$ cat config.mk
export PLATFORM = sky130hd
export DESIGN_NAME = md_issue_ctrl
export DESIGN_NICKNAME = d
export VERILOG_FILES = /design/src/rtl/md_ctrl_pkg.sv /design/src/rtl/md_timeout_counter.sv /design/src/rtl/md_issue_ctrl.sv
export SDC_FILE = /design/constraint.sdc
export NUM_CORES = 1
export LEC_CHECK = 0
export BUFFER_PORTS_ARGS = -buffer_cell sky130_fd_sc_hd__buf_4
export CAP_MARGIN = 40
export CORE_UTILIZATION = 50
export CTS_BUF_LIST = sky130_fd_sc_hd__clkbuf_8
export DETAILED_ROUTE_END_ITERATION = 16
export GPL_TIMING_DRIVEN = 0
export HOLD_SLACK_MARGIN = 0.1
export PLACE_DENSITY = 0.85
export SYNTH_ARGS = -nofsm -noshare
export SYNTH_HDL_FRONTEND = slang
export SYNTH_SLANG_ARGS = --single-unit
$ cat constraint.sdc
create_clock -name clock -period 2.2 [get_ports clock]
set_clock_uncertainty 0.2 [all_clocks]
set_input_delay 0 -clock clock [delete_from_list [all_inputs] [get_ports clock]]
set_output_delay 0 -clock clock [all_outputs]
set_load 0.02 [all_outputs]
$ cat src/rtl/md_ctrl_pkg.sv
// Shared constants for the multdiv issue sequencer: FSM encodings and
// default writeback codes for the rstatus register.
package md_ctrl_pkg;

  // FSM state encodings
  localparam logic [1:0] ST_IDLE  = 2'd0;
  localparam logic [1:0] ST_ISSUE = 2'd1;
  localparam logic [1:0] ST_WAIT  = 2'd2;
  localparam logic [1:0] ST_DONE  = 2'd3;

  // Default parameter values for md_issue_ctrl
  localparam int unsigned WIDTH_DEF     = 32;
  localparam int unsigned RS_REG_DEF    = 30;
  localparam int unsigned MULT_CODE_DEF = 4;
  localparam int unsigned DIV_CODE_DEF  = 5;
  localparam int unsigned TOUT_CODE_DEF = 6;
  localparam int unsigned TIMEOUT_DEF   = 64;

endpackage

$ cat src/rtl/md_timeout_counter.sv
// WAIT-cycle counter for the multdiv sequencer. Cleared while the start
// pulse is out, counts once per enabled cycle. tc_o flags the enabled cycle
// on which the count reaches LIMIT, so the owner can leave on that same cycle
// after exactly LIMIT enabled cycles.
module md_timeout_counter
  import md_ctrl_pkg::*;
#(
  parameter int unsigned LIMIT = TIMEOUT_DEF
) (
  input  logic clock,
  input  logic resetn,
  input  logic clear_i,
  input  logic en_i,
  output logic tc_o
);

  localparam int unsigned   CW   = $clog2(LIMIT + 1);
  localparam logic [CW-1:0] LAST = CW'(LIMIT - 1);

  logic [CW-1:0] count_q, count_d;

  // Clear has priority over counting.
  always_comb begin
    count_d = count_q;
    if (clear_i) begin
      count_d = '0;
    end else if (en_i) begin
      count_d = count_q + 1'b1;
    end
  end

  // Count register.
  always_ff @(posedge clock or negedge resetn) begin
    if (!resetn) begin
      count_q <= '0;
    end else begin
      count_q <= count_d;
    end
  end

  assign tc_o = en_i & (count_q == LAST);

endmodule

$ cat src/rtl/md_issue_ctrl.sv
// Execute-stage sequencer for the iterative multdiv unit: latches operands,
// fires one start pulse, stalls the front end while multdiv works, then
// presents a single writeback beat (result, exception code or timeout code).
//
// state | meaning
// ------+-----------------------------------------------------------
// IDLE  | no op in flight; a valid mul/div in X starts one
// ISSUE | one cycle: start pulse to multdiv, counter cleared
// WAIT  | stalled, waiting for md_ready or the timeout
// DONE  | one cycle: writeback beat, instruction leaves X
module md_issue_ctrl
  import md_ctrl_pkg::*;
#(
  parameter int unsigned WIDTH     = WIDTH_DEF,
  parameter int unsigned RS_REG    = RS_REG_DEF,
  parameter int unsigned MULT_CODE = MULT_CODE_DEF,
  parameter int unsigned DIV_CODE  = DIV_CODE_DEF,
  parameter int unsigned TOUT_CODE = TOUT_CODE_DEF,
  parameter int unsigned TIMEOUT   = TIMEOUT_DEF
) (
  input  logic             clock,
  input  logic             resetn,
  input  logic             ex_valid,
  input  logic             ex_is_mul,
  input  logic             ex_is_div,
  input  logic [WIDTH-1:0] ex_opA,
  input  logic [WIDTH-1:0] ex_opB,
  input  logic [4:0]       ex_rd,
  input  logic             flush,
  output logic [WIDTH-1:0] md_opA,
  output logic [WIDTH-1:0] md_opB,
  output logic             md_ctrl_mult,
  output logic             md_ctrl_div,
  input  logic [WIDTH-1:0] md_result,
  input  logic             md_except,
  input  logic             md_ready,
  output logic             stall,
  output logic             wb_valid,
  output logic [4:0]       wb_rd,
  output logic [WIDTH-1:0] wb_data
);

  localparam logic [4:0]       RS_REG_W  = 5'(RS_REG);
  localparam logic [WIDTH-1:0] MULT_W    = WIDTH'(MULT_CODE);
  localparam logic [WIDTH-1:0] DIV_W     = WIDTH'(DIV_CODE);
  localparam logic [WIDTH-1:0] TOUT_W    = WIDTH'(TOUT_CODE);

  logic [1:0]       state_q, state_d;
  logic [WIDTH-1:0] opa_q, opb_q, result_q;
  logic [4:0]       rd_q;
  logic             is_mul_q, except_q, tout_q;

  logic start, in_idle, in_issue, in_wait, in_done, tc, err;

  assign start    = ex_valid & (ex_is_mul | ex_is_div) & ~flush;
  assign in_idle  = (state_q == ST_IDLE);
  assign in_issue = (state_q == ST_ISSUE);
  assign in_wait  = (state_q == ST_WAIT);
  assign in_done  = (state_q == ST_DONE);

  md_timeout_counter #(
    .LIMIT (TIMEOUT)
  ) u_tout (
    .clock   (clock),
    .resetn  (resetn),
    .clear_i (in_issue),
    .en_i    (in_wait),
    .tc_o    (tc)
  );

  // Next-state logic; flush aborts anything not yet completed, and md_ready
  // is only looked at in WAIT because it can still be high from the last op.
  always_comb begin
    state_d = state_q;
    case (state_q)
      ST_IDLE:  if (start) state_d = ST_ISSUE;
      ST_ISSUE: state_d = flush ? ST_IDLE : ST_WAIT;
      ST_WAIT: begin
        if (flush) begin
          state_d = ST_IDLE;
        end else if (md_ready || tc) begin
          state_d = ST_DONE;
        end
      end
      ST_DONE:  state_d = ST_IDLE;
      default:  state_d = ST_IDLE;
    endcase
  end

  // State register.
  always_ff @(posedge clock or negedge resetn) begin
    if (!resetn) begin
      state_q <= ST_IDLE;
    end else begin
      state_q <= state_d;
    end
  end

  // Operand / destination latch, loaded only when a new op is accepted.
  always_ff @(posedge clock or negedge resetn) begin
    if (!resetn) begin
      opa_q    <= '0;
      opb_q    <= '0;
      rd_q     <= '0;
      is_mul_q <= 1'b0;
    end else if (in_idle && start) begin
      opa_q    <= ex_opA;
      opb_q    <= ex_opB;
      rd_q     <= ex_rd;
      is_mul_q <= ex_is_mul;
    end
  end

  // Completion capture: ready beats the timeout when both land together.
  always_ff @(posedge clock or negedge resetn) begin
    if (!resetn) begin
      result_q <= '0;
      except_q <= 1'b0;
      tout_q   <= 1'b0;
    end else if (in_wait && !flush) begin
      if (md_ready) begin
        result_q <= md_result;
        except_q <= md_except;
        tout_q   <= 1'b0;
      end else if (tc) begin
        except_q <= 1'b0;
        tout_q   <= 1'b1;
      end
    end
  end

  assign md_opA       = opa_q;
  assign md_opB       = opb_q;
  assign md_ctrl_mult = in_issue & is_mul_q;
  assign md_ctrl_div  = in_issue & ~is_mul_q;

  // Stall starts combinationally on X-entry and drops the cycle a flush hits.
  always_comb begin
    stall = 1'b0;
    if (in_idle) begin
      stall = start;
    end else if (in_issue || in_wait) begin
      stall = ~flush;
    end
  end

  assign err = except_q | tout_q;

  // Writeback mux; errors redirect to rstatus, and $0 is never written.
  always_comb begin
    wb_valid = 1'b0;
    wb_rd    = '0;
    wb_data  = '0;
    if (in_done) begin
      wb_valid = err | (rd_q != 5'd0);
      wb_rd    = err ? RS_REG_W : rd_q;
      if (tout_q) begin
        wb_data = TOUT_W;
      end else if (except_q) begin
        wb_data = is_mul_q ? MULT_W : DIV_W;
      end else begin
        wb_data = result_q;
      end
    end
  end

endmodule

==> flow_summary.ini <==
[power_and_ir_drop]
ir_drop_mv = 0.887
internal_power_uw = 7030
p_sw_share_pct = 35.6
powerDensity_nw_per_um2 = 1280
seq_power_share_pct = 34.7
pwr-share-clk_pct = 18.4
pwr-share-comb_pct = 46.8
power_switching_uw = 3890
p_leak_uw = 0.00435

[yosys]
synth_top_area_share_pct = 55.7
synth_seq_cells = 113
synthFlopType = dfrtp_1
synth_area_leaders = dfrtp_1, mux2_4, mux2_2
netlist_area_sq_um = 5080
yosysSeqAreaShare_pct = 55.7
ys_async_sr_fraction_pct = 100
synth_edf_count = 0
syn_inst = 339
post-synth-top-area-cell = dfrtp_1
yosys_warnings = 0
syn_nets = 454
syn_area_per_cell_sq_um = 15.0
yosysUniqueCellTypes = 36

[cts]
path_clk_slew_ns = 0.07
htreeDepth = 4
clk_latency_ns = 0.41
clock-sinks = 113
tritoncts = yes
cts_made_buffers = 17
clockBufferDepth = 2
cts_root_buffer = clkbuf_8

[drt]
drtIter0Drc = 158
vias_per_cell = 5.11
detail-route-antenna-nets = 0
num_vias = 4265
firstDrtPassIters = 4
wl_per_cell_microns = 20.1
wl_microns = 16800
drcViolationCount = 0

[global_route]
grt_pass1_vias = 4680
antenna_found_initial = 0
grt_overflow_total = 0
track_usage_pct = 31.6
grt_max_degree = 70
grt_pass1_wl_microns = 24400

[worst_setup_path]
crit_arrival_ns = 1.94
critPathCaptureType = output port
start_kind = flip-flop
path_class = flip-flop to output port
rr_worst_depth = 8
cp_data_required_time_ns = 2.00
crit_fanout = 10

[timing]
worst_pin_slew_ns = 0.622
slew_viol_final = 0
finalSetupTns_ns = 0
fin_hold_ws_ns = 0.129
final_hold_viol_count = 0
min_period_over_period_pct = 97.2
max_clock_freq_mhz = 468
setup_viol = 0
period_minus_slack_ns = 2.14
slew_headroom_pct = 58.6

[layout]
fill_cells = 446
area_growth_pct = 67.8
nNetsFinal = 805
antenna_cells = 0
layout_commonest_cell = buf_4
final_util_pct = 86.8
multi_input_area_sq_um = 2070
layout-drive-gt1-share_pct = 54.7
regArea_sq_um = 2830
final_cell_mix = buf_4, dfrtp_1, dlygate4sd3_1, mux2_4, mux2_2
final_area_sq_um = 8520

[die]
dieArea_sq_um = 10600
fp.dieW_microns = 103
fp.dieH_microns = 103
rows = 36
start_util_pct = 51.7
io_pins = 214
core_region_area_sq_um = 9820

[placed_design]
port-buffer-count = 213
hpwlAfterDp_microns = 8620
gp_congestion = 0.750
placed_area_sq_um = 6870

[min_path]
min_path_cells = 6
hp-class = primary input to flip-flop

[flow_run]
cap_violations = 0

[run_status]
outcome = finished clean
-- registers in the layout (all words and copies together), names as in the netlist --
register / cells
tout_q: 1
is_mul_q: 1
except_q: 1
result_q: 32
state_q: 2
u_tout.count_q: 7
rd_q: 5
md_opB: 32
md_opA: 32
-- area by class of cell --
class / count / share of cell area, %
flip-flops and latches: 113 / 33.2
repair buffers: 334 / 33.0
multi-input cells: 200 / 24.3
clock buffers: 19 / 3.07
plain buffers: 15 / 2.45
well taps: 133 / 1.95
clock inverters: 12 / 1.66
inverters: 9 / 0.440
-- power groups by stage --
stage	Sequential (uW)	Clock [uW]	Combinational [uW]
finish	3790	2010	5110
global route	3880	2130	5400
CTS	3680	2000	4830
detailed placement	3700	0	4560
global placement	3620	0	4450
floorplan	4310	0	2140
-- synthesized netlist by cell type (2+ instances only) --
master / count
buf_2: 3
nand2_1: 3
clkbuf_1: 6
buf_12: 7
mux2_4: 69
ha_1: 6
mux2_2: 35
a21oi_1: 7
dfrtp_1: 113
nand2b_1: 2
and2_1: 31
inv_1: 8
nor2_1: 19
nor2b_1: 2
o22ai_1: 3
o21ai_0: 5
-- final timing paths --
| check | start | to | slack, ns |
|---|---|---|---|
| max | state_q[1] | wb_data[13] | 0.06 |
| min | ex_valid | md_opB[21] | 0.13 |
| max reg2reg | state_q[0] | result_q[21] | 0.09 |
| min reg2reg | result_q[18] | result_q[18] | 0.30 |
| max in group asynchronous | resetn | md_opB[14] | 0.50 |
| min in group asynchronous | resetn | result_q[17] | 0.54 |
-- repair_timing --
item	4_1_cts	5_1_grt
setup buffers	4	6
hold endpoints to repair	219	0
pin swaps	0	0
gates resized for setup	11	22
endpoints found under the setup margin	31	123
hold buffers	110	0
-- layer usage --
layer / part of all wire, % / global-route usage [%] / routed length [microns] / vias to the layer above
li1: - / - / - / 1877
met1: 35 / 31.6 / 5840 / 2124
met2: 55 / 59.3 / 9200 / 196
met3: 6.0 / 9.08 / 1000 / 68
met4: 4.5 / 16.5 / 755 / 0
met5: 0 / 0 / 0 / -
-- per-stage QoR --
stage / cells / power, uW / setup slack (ns)
3_3_place_gp: 685 / 8070 / 0.162
4_1_cts: 831 / 10500 / 0.00152
3_5_place_dp: 686 / 8260 / 0.0975
6_report: 835 / 10900 / 0.0613
5_1_grt: 835 / 11400 / -0.0629
2_1_floorplan: 339 / 6450 / 0.250
-- cells by family after synthesis --
family	count (synthesis)	share of synthesized area, %
AO/OA/AOI/OAI	21	2.61
flip-flops	113	55.7
adder cells (fa/ha/maj)	6	1.48
AND/OR/NAND/NOR	66	7.17
multiplexers	105	28.3
buffers and inverters	26	4.38
XOR/XNOR	2	0.345
-- critical path: stages (launching register included) --
cell and delay, ns:
dfrtp_1 0.40, ha_1 0.22, clkinvlp_4 0.18, nor2_4 0.19, clkbuf_4 0.22, and2_1 0.17
buf_4 0.15
Note: power is estimated with default switching activity, not from simulation.
